**src/rtl/adder_pkg.sv**
```systemverilog
// Shared types and helpers for the chunked adder/subtractor.
package adder_pkg;

    typedef enum logic [1:0] {
        IDLE = 2'd0,
        RUN  = 2'd1,
        DONE = 2'd2
    } state_t;

    function automatic int unsigned clog2(input int unsigned v);
        int unsigned r;
        r = 0;
        while ((64'd1 << r) < 64'(v)) begin
            r = r + 1;
        end
        return r;
    endfunction

    // Counter width never collapses to zero bits, even for a single chunk.
    function automatic int unsigned cnt_width(input int unsigned n);
        return (clog2(n) < 1) ? 1 : clog2(n);
    endfunction

endpackage

```
**src/rtl/chunked_adder_chunk_add.sv**
```systemverilog
// Combinational CHUNK-bit ripple-carry adder slice.
module chunk_add #(
    parameter int unsigned CHUNK = 4
) (
    input  logic [CHUNK-1:0] a,
    input  logic [CHUNK-1:0] b,
    input  logic             ci,
    output logic [CHUNK-1:0] s,
    output logic             co
);

    logic w_c;

    always_comb begin
        w_c = ci;
        s   = '0;
        for (int i = 0; i < int'(CHUNK); i++) begin
            s[i] = a[i] ^ b[i] ^ w_c;
            w_c  = (a[i] & b[i]) | (w_c & (a[i] ^ b[i]));
        end
        co = w_c;
    end

endmodule

```
**src/rtl/chunked_adder.sv**
```systemverilog
// Multi-cycle WIDTH-bit adder/subtractor, CHUNK bits per cycle, LSB chunk first,
// with valid/ready handshakes on both sides.
module chunked_adder
    import adder_pkg::*;
#(
    parameter int unsigned WIDTH = 16,
    parameter int unsigned CHUNK = 4
) (
    input  logic             clk,
    input  logic             rst,
    input  logic             in_valid,
    output logic             in_ready,
    input  logic [WIDTH-1:0] a,
    input  logic [WIDTH-1:0] b,
    input  logic             cin,
    input  logic             sub,
    output logic             out_valid,
    input  logic             out_ready,
    output logic [WIDTH-1:0] sum,
    output logic             cout,
    output logic             ovf
);

    localparam int unsigned NCHUNK = WIDTH / CHUNK;
    localparam int unsigned CW     = cnt_width(NCHUNK);
    localparam logic [CW-1:0] LAST = CW'(NCHUNK - 1);

    state_t            r_state;
    state_t            w_state_nxt;
    logic [CW-1:0]     r_cnt;
    logic [WIDTH-1:0]  r_a;
    logic [WIDTH-1:0]  r_b;
    logic [WIDTH-1:0]  r_sum;
    logic              r_carry;
    logic              r_cout;
    logic              r_ovf;

    logic              w_accept;
    logic              w_done_hs;
    logic              w_last;
    logic [31:0]       w_base;
    logic [CHUNK-1:0]  w_a_slice;
    logic [CHUNK-1:0]  w_b_slice;
    logic [CHUNK-1:0]  w_s;
    logic              w_co;

    assign w_accept  = in_valid && (r_state == IDLE);
    assign w_done_hs = out_ready && (r_state == DONE);
    assign w_last    = (r_cnt == LAST);
    assign w_base    = 32'(r_cnt) * 32'(CHUNK);
    assign w_a_slice = r_a[w_base +: CHUNK];
    assign w_b_slice = r_b[w_base +: CHUNK];

    chunk_add #(
        .CHUNK (CHUNK)
    ) u_slice (
        .a  (w_a_slice),
        .b  (w_b_slice),
        .ci (r_carry),
        .s  (w_s),
        .co (w_co)
    );

    // State register
    always_ff @(posedge clk) begin
        if (rst) begin
            r_state <= IDLE;
        end else begin
            r_state <= w_state_nxt;
        end
    end

    // Next-state logic
    always_comb begin
        w_state_nxt = r_state;
        case (r_state)
            IDLE:    if (w_accept)  w_state_nxt = RUN;
            RUN:     if (w_last)    w_state_nxt = DONE;
            DONE:    if (w_done_hs) w_state_nxt = IDLE;
            default: w_state_nxt = IDLE;
        endcase
    end

    // Handshake outputs decoded from state only
    always_comb begin
        in_ready  = 1'b0;
        out_valid = 1'b0;
        case (r_state)
            IDLE:    in_ready  = 1'b1;
            DONE:    out_valid = 1'b1;
            default: ;
        endcase
    end

    // Operand capture, per-chunk accumulation and final flag latch.
    // Subtraction is folded into A + ~B + !borrow at accept time.
    always_ff @(posedge clk) begin
        if (rst) begin
            r_cnt   <= '0;
            r_a     <= '0;
            r_b     <= '0;
            r_sum   <= '0;
            r_carry <= 1'b0;
            r_cout  <= 1'b0;
            r_ovf   <= 1'b0;
        end else if (w_accept) begin
            r_a     <= a;
            r_b     <= sub ? ~b : b;
            r_carry <= cin ^ sub;
            r_cnt   <= '0;
        end else if (r_state == RUN) begin
            r_sum[w_base +: CHUNK] <= w_s;
            r_carry                <= w_co;
            r_cnt                  <= r_cnt + CW'(1);
            if (w_last) begin
                r_cout <= w_co;
                r_ovf  <= (r_a[WIDTH-1] == r_b[WIDTH-1]) && (w_s[CHUNK-1] != r_a[WIDTH-1]);
            end
        end
    end

    assign sum  = r_sum;
    assign cout = r_cout;
    assign ovf  = r_ovf;

endmodule

```
**config.mk**
```make
export PLATFORM = sky130hd
export DESIGN_NAME = chunked_adder
export DESIGN_NICKNAME = d
export VERILOG_FILES = /design/src/rtl/adder_pkg.sv /design/src/rtl/chunked_adder_chunk_add.sv /design/src/rtl/chunked_adder.sv
export SDC_FILE = /design/constraint.sdc
export NUM_CORES = 1
export LEC_CHECK = 0
export CORE_MARGIN = 2
export CORE_UTILIZATION = 50
export DETAILED_ROUTE_END_ITERATION = 8
export DONT_BUFFER_PORTS = 1
export SYNTH_ARGS = -nofsm -noshare
export SYNTH_HDL_FRONTEND = slang
export SYNTH_HIERARCHICAL = 1
export SYNTH_SLANG_ARGS = --single-unit
```
**constraint.sdc**
```tcl
create_clock -name clk -period 3.88 [get_ports clk]
set_clock_uncertainty 0.1 [all_clocks]
set_input_delay 0.582 -clock clk [delete_from_list [all_inputs] [get_ports clk]]
set_output_delay 0.582 -clock clk [all_outputs]
set_load 0.02 [all_outputs]
```
==> results by group, run 1 <==
Synthesis
  – #FFs+latches synth: 55
  – Largest cells by area after synthesis: dfxtp_1, mux4_2, nand2_1
  – Synth Instances: 280
  – Syn Nets: ~330
  – Synth Area in XOR/XNOR: 6.09%
  – Main combinational cell family by area after synthesis: simple AND/OR/NAND/NOR gates
  – Synth Area in Adders: 5.51%
  – Yosys top cell area share: approximately 43%
  – Yosys cell types: 31
  – Synth Area in Compound Gates: 13.7%
  – Synth area leader: dfxtp_1
  – Synth Area in Simple Gates: 17.1%
  – Proportion of synthesized area in mux cells: 7.73%
  – Seq/Total Area, Yosys: 42.5%
  – Post-Syn Area: ~0.0026 mm²
  – Post-synth EDFFs: 0
  – Mean Syn Cell Area: 9.25 µm²
  – Synth warn: 6
  – Count leader, synth: dfxtp_1
  – Top_reg_cell synth: dfxtp_1
  – FFs w/ async S/R, synth: 0%
  – Commonest cells in the netlist: dfxtp_1, nand2_1, a21oi_1, inv_1, nor2_1

Worst setup path
  – CP max FO: 6
  – Crit path capture type: register
  – Critical path class: reg -> reg
  – CP required: roughly 4.0 ns
  – Crit path launch type: register
  – Crit path DAT: 3.42 ns

STA
  – Maximum clock frequency: a little over 0.3 GHz
  – RSZ-0062 raised after global routing: false
  – Total negative slack: 0 ns
  – Finish-stage setup viols: 0
  – Max Transition Viols Final: 0
  – Slew of the pin with the lowest slew margin: a little under 0.7 ns
  – WHS: approximately 0.24 ns
  – Max_slew headroom: ~53%
  – Tmin final: between 3 and 4 ns
  – Fin crit share: around 85%
  – Fin. Hold Viols: 0

Global routing
  – Largest net degree at the start of global routing: 60
  – First-pass GRT wire length: between 8000 and 9000 µm
  – All-Layer GR Usage: 17.7%
  – Overflow after GRT: 0
  – Vias in the first global route: 1718
  – Antenna violations before repair: 0

Final layout
  – Filler Cells Inserted: approximately 480
  – Final #Nets: between 300 and 400
  – Area Overhead vs Synth: 3.91%
  – Ant diodes: 0
  – Layout cells sized above 1: between 7 and 8%

Clock tree
  – Sink Count: between 50 and 60
  – Post_cts resized: 0
  – CTS tree: done
  – H-Tree Level Count: 2
  – Post-CTS Setup Inserts: 0
  – Bufs on Longest Clock Path: 2
  – Clock root buffer: clkbuf_8
  – Inserted Clock Buffers: 5
  – Worst-Skew Late Latency: 0.30 ns
  – Hold buffer count at cts: 0
  – CTS clk-pin slew, worst paths: around 0.09 ns

Hold path
  – HP Class: in -> reg

Placement
  – Port bufs: 0
  – HPWL after DPL: ~3600 µm
  – Gp weighted congestion: a little over 0.7

Routing
  – Residual DRC count: 0
  – TritonRoute pass-1 iters: 6
  – Via count: approximately 1.8k
  – Routed wire length: ~5000 µm
  – Detailed Route Iter0 Violations: between 70 and 80
  – Post-route ant nets: 0
  – Avg WL per Cell: 14.6 µm
  – DR vias/cell: 5.25

Power
  – Pwr/cell area: just over 400 mW/mm²
  – Leak: 0.000928 µW
  – Worst IR Drop VDD: roughly 0.18 mV

Floorplan
  – Core Area: 0.00504 mm²
  – Die H: between 70 and 80 µm
  – I/O Pins: between 50 and 60
  – Rows: 26
  – Die area: just under 0.006 mm²
  – Die W: 76.0 µm
  – Starting density of the core: 51.4%

Run status
  – Status: complete, no violations

Job
  – Max-cap violations: 0
-- layout make-up --
class,instances,area [µm²],area share (%)
Clock buffer,8,100,3.72
Inverter,20,75.1,2.79
Multi-Input combinational cell,184,1310,48.5
Sequential cell,55,1100,40.9
Tap cell,70,87.6,3.25
Timing Repair Buffer,3,22.5,0.837
-- state kept, by name, indices dropped and copies added (netlist names) --
signal   flops
r_a         16
r_b         16
ovf          1
r_state      2
r_cnt        2
cout         1
r_carry      1
sum         16
-- placed cells by master, fill, tap and decap left out, drive strengths merged --
master,n
xnor2,17
o32ai,8
and2,1
a21oi,29
or3b,1
a211oi,18
nand3b,3
and3b,2
nand3,6
nor2,19
nand4,5
nand2,41
ha,5
mux4,8
inv,20
nor4b,1
dfxtp,55
and2b,1
clkbuf,8
buf,3
nor2b,2
nand2b,6
nor3,2
xor2,1
fa,4
mux2i,2
nor3b,2
-- worst max-delay path, stage by stage, from the launching register on --
cell      delay [ns]
dfxtp_1         0.53
mux4_2          0.58
fa_1            0.43
inv_1           0.08
fa_1            0.17
inv_1           0.05
fa_1            0.35
inv_1           0.07
fa_1            0.40
inv_1           0.16
a21oi_1         0.08
a211oi_1        0.22
-- per-layer routing --
| metal | track usage (%) | up-vias | share of wire (%) |
|---|---|---|---|
| met5 | 0 | - | 0 |
| met4 | 5.09 | 0 | 0.54 |
| met3 | 4.27 | 2 | 4.1 |
| met2 | 27.8 | 37 | 47 |
| met1 | 24.5 | 813 | 48 |
| li1 | - | 934 | - |
-- logic make-up (layout without fill, tap and decap cells) --
logic type,count (synthesis),in the layout
simple gates,92,92
compound gates,55,55
flops,55,55
buf+inv,41,31
xor+xnor,18,18
mux,10,10
fa+ha+maj,9,9
-- report_power, final --
part           internal (µW)  switching, µW  leakage, µW  total (µW)
Combinational           70.1           81.3     0.000426         151
Sequential               596           26.7     0.000450         623
Clock                    163            175    0.0000515         338
Total                    830            283     0.000928        1110
-- worst paths after layout --
path,slack (ns),endpoint,depth (start not counted),start
hold / removal,0.24,sum[9],1,rst
setup / recovery,0.58,ovf,11,r_cnt[0]
hold reg to reg,0.36,r_a[3],2,r_a[3]
setup reg to reg,0.58,ovf,11,r_cnt[0]
-- per-stage QoR --
| stage | power (µW) | cell area [µm²] | utilization, % | cells | setup WS [ns] |
|---|---|---|---|---|---|
| after floorplan | 770 | 2590 | - | 280 | 0.630 |
| after global placement | 787 | 2590 | 51.4 | 332 | 0.665 |
| after detailed placement | 789 | 2590 | 51.4 | 332 | 0.583 |
| after CTS | 1130 | 2690 | 53.4 | 340 | 0.558 |
| after global routing | 1170 | 2690 | 53.4 | 340 | 0.365 |
| final | 1110 | 2690 | 53.4 | 340 | 0.579 |
Power figures use the tool's default switching activity.
==> run 2, diff against run 1 <==
- SKIP_CTS_REPAIR_TIMING: default -> 1
==> results of run 2 <==
No change in the layout: final DEF, timing and power equal those of run 1.
